===== config.mk =====
export PLATFORM = sky130hd
export DESIGN_NAME = ser2par_rx
export DESIGN_NICKNAME = d
export VERILOG_FILES = /design/src/rtl/ser2par_pkg.sv /design/src/rtl/ser2par_shift.sv /design/src/rtl/ser2par_rx.sv
export SDC_FILE = /design/constraint.sdc
export NUM_CORES = 1
export LEC_CHECK = 0
export CAP_MARGIN = 20
export CORE_MARGIN = 10
export CORE_UTILIZATION = 40
export CTS_CLUSTER_DIAMETER = 200
export CTS_CLUSTER_SIZE = 28
export DETAILED_ROUTE_END_ITERATION = 16
export DONT_BUFFER_PORTS = 1
export MAX_ROUTING_LAYER = met4
export PLACE_DENSITY = 0.61
export RECOVER_POWER = 100
export SKIP_LAST_GASP = 1
export SYNTH_ARGS = -nofsm -noshare
export SYNTH_HDL_FRONTEND = slang
export SYNTH_HIERARCHICAL = 1
export SYNTH_SLANG_ARGS = --single-unit

===== constraint.sdc =====
create_clock -name clk -period 2.7 [get_ports clk]
set_input_delay 0.54 -clock clk [delete_from_list [all_inputs] [get_ports clk]]
set_output_delay 0.54 -clock clk [all_outputs]
set_load 0.02 [all_outputs]

===== src/rtl/ser2par_pkg.sv =====
// Shared definitions for the ser2par serial frame receiver.
// Latency: n/a (constants and types only).
// Backpressure: n/a.
package ser2par_pkg;

    // Receiver FSM state encodings (2 bits). PAR is only reachable when the
    // receiver is built with SER2PAR_RX_PARITY_EN defined.
    typedef enum logic [1:0] {
        ST_IDLE = 2'd0,
        ST_DATA = 2'd1,
        ST_PAR  = 2'd2,
        ST_STOP = 2'd3
    } state_t;

    // Default number of data bits per frame.
    localparam int DEFAULT_WIDTH = 4;

    // Level of the serial line when nothing is being sent; also the stop level.
    localparam logic IDLE_LINE = 1'b1;

endpackage


===== src/rtl/ser2par_shift.sv =====
// Indexed capture register: writes din into bit idx when load is high.
// Latency: captured bit appears on q one clk after the load cycle.
// Backpressure: none; holds its contents whenever load is low.
//
// Ports:
//   clk, rstn  clock and asynchronous active-low clear
//   load       write enable for the addressed bit
//   idx        bit position to write (0 = first received data bit)
//   din        bit value to capture
//   q          parallel contents
module ser2par_shift
    import ser2par_pkg::*;
#(
    parameter int WIDTH = DEFAULT_WIDTH,
    parameter int CW    = (WIDTH > 1) ? $clog2(WIDTH) : 1
) (
    input  logic             clk,
    input  logic             rstn,
    input  logic             load,
    input  logic [CW-1:0]    idx,
    input  logic             din,
    output logic [WIDTH-1:0] q
);

    logic [WIDTH-1:0] q_q;
    logic [WIDTH-1:0] q_d;

    always_comb begin
        q_d = q_q;
        if (load) begin
            q_d[idx] = din;
        end
    end

    always_ff @(posedge clk or negedge rstn) begin
        if (!rstn) begin
            q_q <= '0;
        end else begin
            q_q <= q_d;
        end
    end

    assign q = q_q;

endmodule


===== src/rtl/ser2par_rx.sv =====
// Serial-to-parallel frame receiver: start bit, WIDTH data bits (LSB first), stop bit.
// Latency: data/data_valid (or frame_err) registered on the edge of the stop-bit strobe.
// Backpressure: none; the line is sampled only on bit_en cycles and nothing stalls it.
//
// Optional build macro SER2PAR_RX_PARITY_EN adds an even-parity bit between the
// last data bit and the stop bit; a parity mismatch turns the frame into frame_err.
// The port list is the same in both builds.
//
// Ports:
//   clk, rstn   clock (rising edge) and asynchronous active-low reset
//   bit_en      bit strobe; FSM advances and sin is sampled only when high
//   sin         serial line, idle high
//   data        last good received word
//   data_valid  one-clk pulse, data updated this cycle (drives downstream en)
//   frame_err   one-clk pulse, bad stop bit or parity
//   busy        high while a frame is in progress
module ser2par_rx
    import ser2par_pkg::*;
#(
    parameter int WIDTH = DEFAULT_WIDTH
) (
    input  logic             clk,
    input  logic             rstn,
    input  logic             bit_en,
    input  logic             sin,
    output logic [WIDTH-1:0] data,
    output logic             data_valid,
    output logic             frame_err,
    output logic             busy
);

    localparam int            CW   = (WIDTH > 1) ? $clog2(WIDTH) : 1;
    localparam logic [CW-1:0] LAST = CW'(WIDTH - 1);

    state_t           state_q, state_d;
    logic [CW-1:0]    cnt_q, cnt_d;
    logic [WIDTH-1:0] data_q, data_d;
    logic             dv_q, dv_d;
    logic             fe_q, fe_d;
    logic             busy_q, busy_d;
    logic [WIDTH-1:0] sh_q;
    logic             sh_load;
    logic             stop_ok;

`ifdef SER2PAR_RX_PARITY_EN
    logic par_err_q, par_err_d;
    // A parity failure already recorded overrides a good stop bit.
    assign stop_ok = (sin == IDLE_LINE) && !par_err_q;
`else
    assign stop_ok = (sin == IDLE_LINE);
`endif

    ser2par_shift #(
        .WIDTH (WIDTH),
        .CW    (CW)
    ) u_shift (
        .clk  (clk),
        .rstn (rstn),
        .load (sh_load),
        .idx  (cnt_q),
        .din  (sin),
        .q    (sh_q)
    );

    always_comb begin
        state_d = state_q;
        cnt_d   = cnt_q;
        data_d  = data_q;
        dv_d    = 1'b0;          // pulses default low, so they last one clk
        fe_d    = 1'b0;
        sh_load = 1'b0;
`ifdef SER2PAR_RX_PARITY_EN
        par_err_d = (state_q == ST_IDLE) ? 1'b0 : par_err_q;
`endif
        if (bit_en) begin
            case (state_q)
                ST_IDLE: begin
                    if (sin != IDLE_LINE) begin
                        state_d = ST_DATA;
                        cnt_d   = '0;
                    end
                end
                ST_DATA: begin
                    sh_load = 1'b1;
                    if (cnt_q == LAST) begin
                        // Park the count at zero rather than letting it wrap.
                        cnt_d = '0;
`ifdef SER2PAR_RX_PARITY_EN
                        state_d = ST_PAR;
`else
                        state_d = ST_STOP;
`endif
                    end else begin
                        cnt_d = cnt_q + 1'b1;
                    end
                end
`ifdef SER2PAR_RX_PARITY_EN
                ST_PAR: begin
                    // Even parity: the parity bit must equal the XOR of the data bits.
                    par_err_d = (^sh_q) != sin;
                    state_d   = ST_STOP;
                end
`endif
                ST_STOP: begin
                    state_d = ST_IDLE;
                    if (stop_ok) begin
                        data_d = sh_q;
                        dv_d   = 1'b1;
                    end else begin
                        fe_d   = 1'b1;
                    end
                end
                default: begin
                    state_d = ST_IDLE;
                end
            endcase
        end
        // Registered so busy tracks the state register without a decode after the flop.
        busy_d = (state_d != ST_IDLE);
    end

    always_ff @(posedge clk or negedge rstn) begin
        if (!rstn) begin
            state_q <= ST_IDLE;
            cnt_q   <= '0;
            data_q  <= '0;
            dv_q    <= 1'b0;
            fe_q    <= 1'b0;
            busy_q  <= 1'b0;
        end else begin
            state_q <= state_d;
            cnt_q   <= cnt_d;
            data_q  <= data_d;
            dv_q    <= dv_d;
            fe_q    <= fe_d;
            busy_q  <= busy_d;
        end
    end

`ifdef SER2PAR_RX_PARITY_EN
    always_ff @(posedge clk or negedge rstn) begin
        if (!rstn) begin
            par_err_q <= 1'b0;
        end else begin
            par_err_q <= par_err_d;
        end
    end
`endif

    assign data       = data_q;
    assign data_valid = dv_q;
    assign frame_err  = fe_q;
    assign busy       = busy_q;

endmodule


==> impl_metrics.ini <==
[setup_path]
crit_chain = nor2_1, nor3b_1, mux2_2
cpPeakStageDelay_ns = 0.47
cp_slowest_cell = dfrtp_1
cp_max_fo = 7
crit_path_start_kind = flip-flop
path_depth = 3
path_buf_inv = 0
crit_required_ns = 2.87
endpoint_kind = flip-flop
crit_family = simple AND/OR/NAND/NOR gates
reg2reg_depth = 3
crit_type = reg -> reg
cp_data_arrival_time_ns = 1.74

[floorplanning]
io_pins = 11
start_util = 0.4158
die_y_um = 59.11
dieArea_um2 = 3494
core_um2 = 1471
rows = 14
fp.dieW_um = 59.11

[clocking]
htreeDepth = 1
cts_buffers = 3
cts.repair.resized = 0
cts_buffer_depth = 2
cts-root-buf = clkbuf_4
clock_latency_ns = 0.29
post-cts-setup-buffers = 0
cts_tree = yes
clock_sinks = 15
path_clk_slew_ns = 0.09

[synth]
synth_area_um2 = 611.8
netlist.area_leader.share = 0.6135
synth_area_per_cell_um2 = 13.91
synth.distinct_cells = 17
synth_area_leader_cell = dfrtp_1
yosysWarningCount = 6
synth_nets = 49
synth-seq-cells = 15
synth_area_leaders = dfrtp_1 (61%), mux2_2 (11%), a22o_1 (4.3%)
synthCells = 44
seq_area_frac_synth = 0.6135

[route]
wl_um = 999
drc = 0
drtAntennaViolNets = 0
drt-initial-drc-count = 5
num_vias = 357
vias_per_cell = 5.492
wl_per_cell_um = 15.37
drt-pass1-iter-count = 3

[global_routing]
grt_max_degree = 16
grt_pass1_wl_um = 1738
grt_pass1_vias = 381
gr-total-overflow = 0
track_usage = 0.06774
antenna_found_initial = 0

[power_and_ir_drop]
p_leak_nw = 0.3068
p_seq_frac = 0.602
power_switching_mw = 0.2374
pwr-share-comb = 0.213
swShare = 0.3409
pwr-share-clk = 0.185
powerDensity_nw_per_um2 = 1060
p_int_mw = 0.4590
peakVddDrop_mv = 0.5104
p_total_mw = 0.6964

[timing]
setup_viol = 0
fin_ws_ns = 1.137
rsz0062_at_grt = false
slew_headroom = 0.5676
skew_ns = 0.008302
hold_viol = 0
slew_violations = 0
period_minus_slack_ns = 1.563
worstMarginPinSlew_ns = 0.6465
fin_crit_sh = 0.5788
fmax_ghz = 0.6398
whs_ns = 0.3131
tns_ns = 0

[place]
post-dp-hpwl_um = 748.3
gp_congestion = 0.6996
dp_slack_ns = 1.075
portBuffers = 0

[layout]
antenna_cells = 0
final_util = 0.4464
drive_gt1_frac = 0.1633
nNetsFinal = 55
area_growth_pct = 7.362

[flow_run]
drv_cap = 0

[hold_path]
min_path_type = in -> reg
holdPathStages = 1

[outcome]
status = completed
-- timing repair --
| action | 4_1_cts | 5_1_grt |
|---|---|---|
| hold buffers | 1 | 0 |
| endpoints found under the setup margin | 0 | 0 |
| hold endpoints to repair | 15 | 0 |
-- cell type report --
class	count	area [um2]
fillers	136	814.5
repair buffers	1	10.01
flip-flops and latches	15	375.4
multi-input cells	26	214.0
inverters	3	11.26
clock buffers	4	26.28
well taps	16	20.02
-- path summary, 6_finish.rpt --
path | slack, ns | to | from
max | 1.14 | u_shift/q[0] | state_q[1]
min | 0.31 | frame_err | sin
max reg2reg | 1.14 | u_shift/q[0] | state_q[1]
min reg2reg | 0.50 | u_shift/q[0] | u_shift/q[0]
max in group asynchronous | 1.57 | data[0] | rstn
min in group asynchronous | 0.71 | data[2] | rstn
-- cells by family (layout without fill, tap and decap cells) --
logic type                 after synthesis  count (layout)  share of synthesized area
adders and majority gates                1               1                    0.02045
and+or+nand+nor                         10              10                     0.1166
buffers and inverters                    3               8                    0.01840
AOI/OAI and AO/OA                        6               6                    0.06749
DFF                                     15              15                     0.6135
muxes                                    9               9                     0.1636
-- state kept, by name, summed over array words and instances, names as in the netlist --
signal and flops:
cnt_q 2, data_valid 1, u_shift/q 4, state_q 2, busy 1, data 4, frame_err 1
-- layout by cell type (no fill, tap or decap), types with 2 or more instances in the layout --
| master | instances |
|---|---|
| a21oi_1 | 2 |
| a22o_1 | 3 |
| clkbuf_4 | 3 |
| dfrtp_1 | 15 |
| inv_1 | 3 |
| mux2_1 | 3 |
| mux2_2 | 5 |
| nand3b_1 | 2 |
| nor2_1 | 2 |
| nor3b_1 | 2 |
-- per-layer routing --
layer	vias to the layer above	track usage	share of wire
li1	165	-	-
met1	180	0.06444	0.42
met2	10	0.09760	0.44
met3	2	0.04292	0.11
met4	0	0.04918	0.027
met5	-	-	0
-- synth_stat cells, drive strengths merged --
cell type,count
a22o,3
mux2i,1
mux2,8
nor3b,2
inv,3
nand2,1
ha,1
nand4,1
and2b,1
nor2,2
dfrtp,15
nand3,1
nand3b,2
a21oi,2
o21ai,1
-- through the flow --
| step | cells | instance area [um2] |
|---|---|---|
| 3_5_place_dp | 60 | 631.9 |
| 6_report | 65 | 656.9 |
| 3_3_place_gp | 60 | 631.9 |
| 2_1_floorplan | 44 | 611.8 |
| 4_1_cts | 65 | 668.1 |
| 5_1_grt | 65 | 656.9 |
-- power groups by stage --
stage | clock network, mW | logic, mW | registers [mW]
CTS | 0.135 | 0.155 | 0.425
detailed placement | 0 | 0.149 | 0.430
floorplan | 0 | 0.131 | 0.407
global placement | 0 | 0.142 | 0.424
finish | 0.129 | 0.148 | 0.419
global route | 0.143 | 0.170 | 0.434
No activity file was read; power rests on OpenSTA's default activity.
